`src/rtl/pkt_fifo_param.sv`:
```
// Parametrised single-clock packet FIFO with first-word-fall-through output, occupancy count
// and programmable almost-full/almost-empty flags. Define FIFO_ERR_EN for sticky ovf/udf flags.
module pkt_fifo_param #(
   parameter int DW       = 10,
   parameter int DEPTH    = 16,
   parameter int AF_LEVEL = 12,
   parameter int AE_LEVEL = 2,
   localparam int AW      = $clog2(DEPTH)
) (
   input  logic          clk,
   input  logic          rst,
   input  logic [DW-1:0] pkti,
   input  logic          we,
   output logic          full,
   output logic          almost_full,
   input  logic          re,
   output logic [DW-1:0] pkto,
   output logic          empty,
   output logic          almost_empty,
   output logic [AW:0]   count
`ifdef FIFO_ERR_EN
   ,
   output logic          ovf,
   output logic          udf,
   input  logic          err_clr
`endif
);

   localparam logic [AW:0] DEPTH_C = (AW+1)'(DEPTH);
   localparam logic [AW:0] AF_C    = (AW+1)'(AF_LEVEL);
   localparam logic [AW:0] AE_C    = (AW+1)'(AE_LEVEL);

   logic [DW-1:0] mem [DEPTH];
   logic [AW:0]   head;
   logic [AW:0]   tail;
   logic          wr_ok;
   logic          rd_ok;

   // Extra pointer MSB makes head - tail the exact occupancy, DEPTH included.
   assign count        = head - tail;
   assign full         = (count == DEPTH_C);
   assign empty        = (count == '0);
   assign almost_full  = (count >= AF_C);
   assign almost_empty = (count <= AE_C);

   assign wr_ok = we & ~full;
   assign rd_ok = re & ~empty;

   assign pkto = empty ? '0 : mem[tail[AW-1:0]];

   always_ff @(posedge clk) begin
      if (rst) begin
         head <= '0;
         tail <= '0;
      end else begin
         if (wr_ok) head <= head + 1'b1;
         if (rd_ok) tail <= tail + 1'b1;
      end
   end

   // Storage is deliberately not reset; stale entries are unreachable once pointers clear.
   always_ff @(posedge clk) begin
      if (wr_ok && !rst) mem[head[AW-1:0]] <= pkti;
   end

`ifdef FIFO_ERR_EN
   always_ff @(posedge clk) begin
      if (rst) begin
         ovf <= 1'b0;
         udf <= 1'b0;
      end else begin
         if (we && full)   ovf <= 1'b1;
         else if (err_clr) ovf <= 1'b0;
         if (re && empty)  udf <= 1'b1;
         else if (err_clr) udf <= 1'b0;
      end
   end
`endif

endmodule

```
`config.mk`:
```
export PLATFORM = sky130hd
export DESIGN_NAME = pkt_fifo_param
export DESIGN_NICKNAME = d
export VERILOG_FILES = /design/src/rtl/pkt_fifo_param.sv
export SDC_FILE = /design/constraint.sdc
export NUM_CORES = 1
export LEC_CHECK = 0
export ABC_AREA = 0
export CORE_MARGIN = 1
export CORE_UTILIZATION = 59
export CTS_CLUSTER_DIAMETER = 40
export DETAILED_ROUTE_END_ITERATION = 16
export PLACE_DENSITY = 0.78
export REMOVE_ABC_BUFFERS = 1
export SLEW_MARGIN = 20
export SYNTH_ARGS = -nofsm -noshare
export SYNTH_HDL_FRONTEND = slang
export SYNTH_SLANG_ARGS = --single-unit
```
`constraint.sdc`:
```
create_clock -name clk -period 4.3 [get_ports clk]
set_input_delay 0.645 -clock clk [delete_from_list [all_inputs] [get_ports clk]]
set_output_delay 0.645 -clock clk [all_outputs]
set_load 0.01 [all_outputs]
```
==> tab_implementation.tex <==
\begin{tabular}{lr}
\hline
Metric & Value \\
\hline
\multicolumn{2}{l}{\textbf{Clock tree}} \\
Total number of clock tree sinks & between 150 and 200 \\
Maximum buffer depth of the clock tree & 2 \\
Clock transition time at the flip-flop clock pins of the worst setup and hold paths & roughly 0.06 ns \\
Clock insertion delay at the later pin of the skew report & around 0.43 ns \\
CTS tree & yes \\
Quantity of hold-fixing buffers added after cts & 0 \\
H-Tree Level Count & 4 \\
CTS root buf & clkbuf\_16 \\
Number of buffers added by the clock tree synthesis step & 17 \\
\multicolumn{2}{l}{\textbf{Die}} \\
Die width & between 100 and 150 microns \\
Initial Utilization & 60.3\% \\
I/O pin cnt & 33 \\
Core box area & roughly 12000 sq um \\
Die height & $\sim$110 microns \\
Number of placement rows & 40 \\
Full die area & about 13000 sq um \\
\multicolumn{2}{l}{\textbf{Logic synthesis}} \\
Ranking of synthesized cells by area & edfxtp\_1, mux4\_2, dfxtp\_1 \\
Number of enable-type register cells in the synthesized netlist & between 150 and 200 \\
Post-synth top area cell & edfxtp\_1 \\
Most frequent cells after synthesis & edfxtp\_1, mux4\_2, nor2\_1, dfxtp\_1, nor2b\_1 \\
Most frequent cell after synthesis & edfxtp\_1 \\
Post-synthesis cell type count & 41 \\
Fraction of the yosys area taken by sequential cells & 70.5\% \\
Synthesized area per cell & 20.0 sq um \\
Fraction of registers with async set or reset after synthesis & 0\% \\
Netlist area before placement & between 7000 and 8000 sq um \\
\#FFs+latches synth & 174 \\
Yosys synthesis warning count & 0 \\
Count of mapped cells out of synthesis & 360 \\
Share of Yosys cell area claimed by the top area cell type & 66.6\% \\
Most used DFF post-synth & edfxtp\_1 \\
\multicolumn{2}{l}{\textbf{Detailed routing}} \\
Via count normalized by instance count & 6.17 \\
Aggregate routed wire length & roughly 15 mm \\
First-pass iteration count of the detailed router & 4 \\
DRC Markers & 0 \\
Detailed router's first-iteration violation count & 368 \\
ANT nets after route & 0 \\
Via Count & approximately 3600 \\
WL/cell & about 25 microns \\
\multicolumn{2}{l}{\textbf{Pwr}} \\
Worst vdd ir & between 700 and 800 uV \\
Total power per unit cell area & 620 nW/um\^{}2 \\
Tot Pwr & approximately 5.3 mW \\
Leakage power & about 2.7 nW \\
\multicolumn{2}{l}{\textbf{Cells and area}} \\
Antenna cells & 0 \\
Filler cell count in the final layout & between 700 and 800 \\
Layout cells sized above 1 & 32.7\% \\
Area of all placed cells without fillers & roughly 8500 sq um \\
Nets & approximately 450 \\
Number of cells in the finished layout apart from fillers & approximately 580 \\
Combined area of the multi-input logic cells & about 2000 sq um \\
Area delta synth->final & 18.2\% \\
FF+latch area & between 5000 and 6000 sq um \\
\multicolumn{2}{l}{\textbf{Place}} \\
Placed cell area & 7860 sq um \\
Port buffer count & 32 \\
Placed insts & about 550 \\
Detailed Place HPWL & 8.75 mm \\
Global placer's final weighted congestion & a little under 0.9 \\
\multicolumn{2}{l}{\textbf{Worst setup path}} \\
Critical-path maximum fanout & 11 \\
CP Data Required Time & about 3.7 ns \\
Sort of element at the end of the critical path & primary output \\
Crit path DAT & between 3 and 4 ns \\
CP startpoint & head[0] \\
Register-to-register setup slack & 0.60 ns \\
Worst r2r path cells & 10 \\
Reg-to-Reg Start & head[0] \\
Category of the critical setup timing path & reg -> out \\
Worst setup path endpoint & pkto[8] \\
Capturing point of the worst reg2reg path & mem[15][9] \\
Critical path launch point type & register \\
\multicolumn{2}{l}{\textbf{Outcome}} \\
Result of the run & completed \\
\multicolumn{2}{l}{\textbf{Timing}} \\
Slew @ Worst Pin & approximately 0.85 ns \\
Worst slew margin relative to its limit & between 40\% and 50\% \\
Worst slack on hold paths & between 0.5 and 0.6 ns \\
Fin Clk Skew & $\sim$0.0097 ns \\
Setup repair after global routing missed its margin & no \\
Post-Route Setup TNS & 0 ns \\
FMAX & roughly 0.25 GHz \\
Max-slew violation count & 0 \\
Number of hold violations in the final report & 0 \\
Count of final setup violators & 0 \\
Min Tclk post-route & 4.00 ns \\
Share of the clock period used by the worst path after layout & just over 90\% \\
\multicolumn{2}{l}{\textbf{Global route}} \\
Global-route usage over all layers & roughly a quarter \\
Total grt overflow & 0 \\
Antenna violations before repair & 0 \\
Maximum number of pins on one net before global-route repair & $\sim$40 \\
Via count of the first global-routing pass & between 3000 and 4000 \\
Wire length of the first global-routing pass & between 20 and 25 mm \\
\multicolumn{2}{l}{\textbf{Run}} \\
Number of maximum-capacitance violations & 0 \\
\multicolumn{2}{l}{\textbf{Hold path}} \\
Worst min-delay path category & reg -> reg \\
\hline
\end{tabular}
how the worst min path moves through the flow:
| stage | startpoint | endpoint | slack, ns | depth (start not counted) |
|---|---|---|---|---|
| global placement | tail[4] | tail[4] | 0.56 | 2 |
| global route | tail[4] | tail[4] | 0.62 | 2 |
| floorplan | tail[1] | register | 0.53 | 2 |
| CTS | tail[1] | tail[1] | 0.58 | 2 |
| finish | tail[1] | tail[1] | 0.59 | 2 |
| detailed placement | tail[1] | tail[1] | 0.58 | 2 |
sequential cells by signal, summed over array words and instances (netlist names), named ones only:
name and count:
mem 160, head 5, tail 5
area by class of cell:
| class | instances | share of cell area (%) |
|---|---|---|
| clock inverter | 11 | 1.82 |
| timing repair buffer | 59 | 6.28 |
| tap | 147 | 2.16 |
| clock buffer | 21 | 5.52 |
| inverter | 10 | 0.440 |
| multi-input combinational | 159 | 24.1 |
| sequential | 174 | 59.7 |
per-stage QoR:
| stage | utilization, % | setup slack, ns |
|---|---|---|
| detailed placement | 65.7 | 0.548 |
| finish | 71.3 | 0.296 |
| global route | 71.3 | 0.0874 |
| CTS | 70.9 | 0.110 |
| global placement | 65.7 | 0.697 |
| floorplan | - | 0.622 |
per-layer routing:
layer | share of wire, % | global-route usage, %
met4 | 1.7 | 10.3
met3 | 9.0 | 5.62
met2 | 53 | 43.1
met5 | 0 | 0
met1 | 37 | 32.4
kinds of logic (layout without fill, tap and decap cells):
group | count (synthesis) | after routing | synth area share, %
adders and majority gates | 10 | 10 | 1.84
DFF | 174 | 174 | 70.5
buffers and inverters | 27 | 101 | 1.87
AOI/OAI and AO/OA | 19 | 19 | 2.31
muxes | 63 | 63 | 17.5
xor gates and xnor gates | 4 | 4 | 0.954
and+or+nand+nor | 63 | 63 | 5.03
worst max-delay path, stage by stage (launching register included):
cell and delay, ns:
dfxtp_1 0.40, inv_1 0.12, ha_1 0.24, fa_1 0.43
nand2b_1 0.18, a21oi_2 0.23, xor2_4 0.13, inv_2 0.15
nor2_1 0.06, buf_4 0.21, a211oi_1 0.20, clkdlybuf4s50_1 0.58
what timing repair did:
item | CTS | global route
setup buffers | 0 | 4
gates resized for setup | 0 | 2
endpoints found under the setup margin | 0 | 12
endpoints found under the hold margin | 0 | 0
cells in the final DEF (no fill, tap or decap), types with 2 or more instances in the layout:
cell / count
dfxtp_1: 12
mux2_1: 2
nand2_1: 10
clkdlybuf4s50_1: 32
o31ai_1: 3
ha_1: 9
mux2_2: 9
o2111ai_1: 2
clkbuf_8: 3
edfxtp_1: 160
bufinv_16: 3
nand4_1: 2
nor4b_2: 4
nor2_1: 17
inv_1: 9
buf_4: 26
nor2b_1: 14
mux4_2: 49
inv_6: 2
nor4_2: 9
nor3_1: 4
clkbuf_16: 17
a211oi_1: 2
clkinvlp_4: 3
dfxtp_2: 2
a21oi_1: 5
power by group:
group	switching (mW)	internal [mW]	total, mW
Sequential	0.0465	1.90	1.95
Clock	0.627	0.968	1.59
Combinational	0.824	0.912	1.74
Total	1.50	3.78	5.28
No activity file was read; power rests on OpenSTA's default activity.
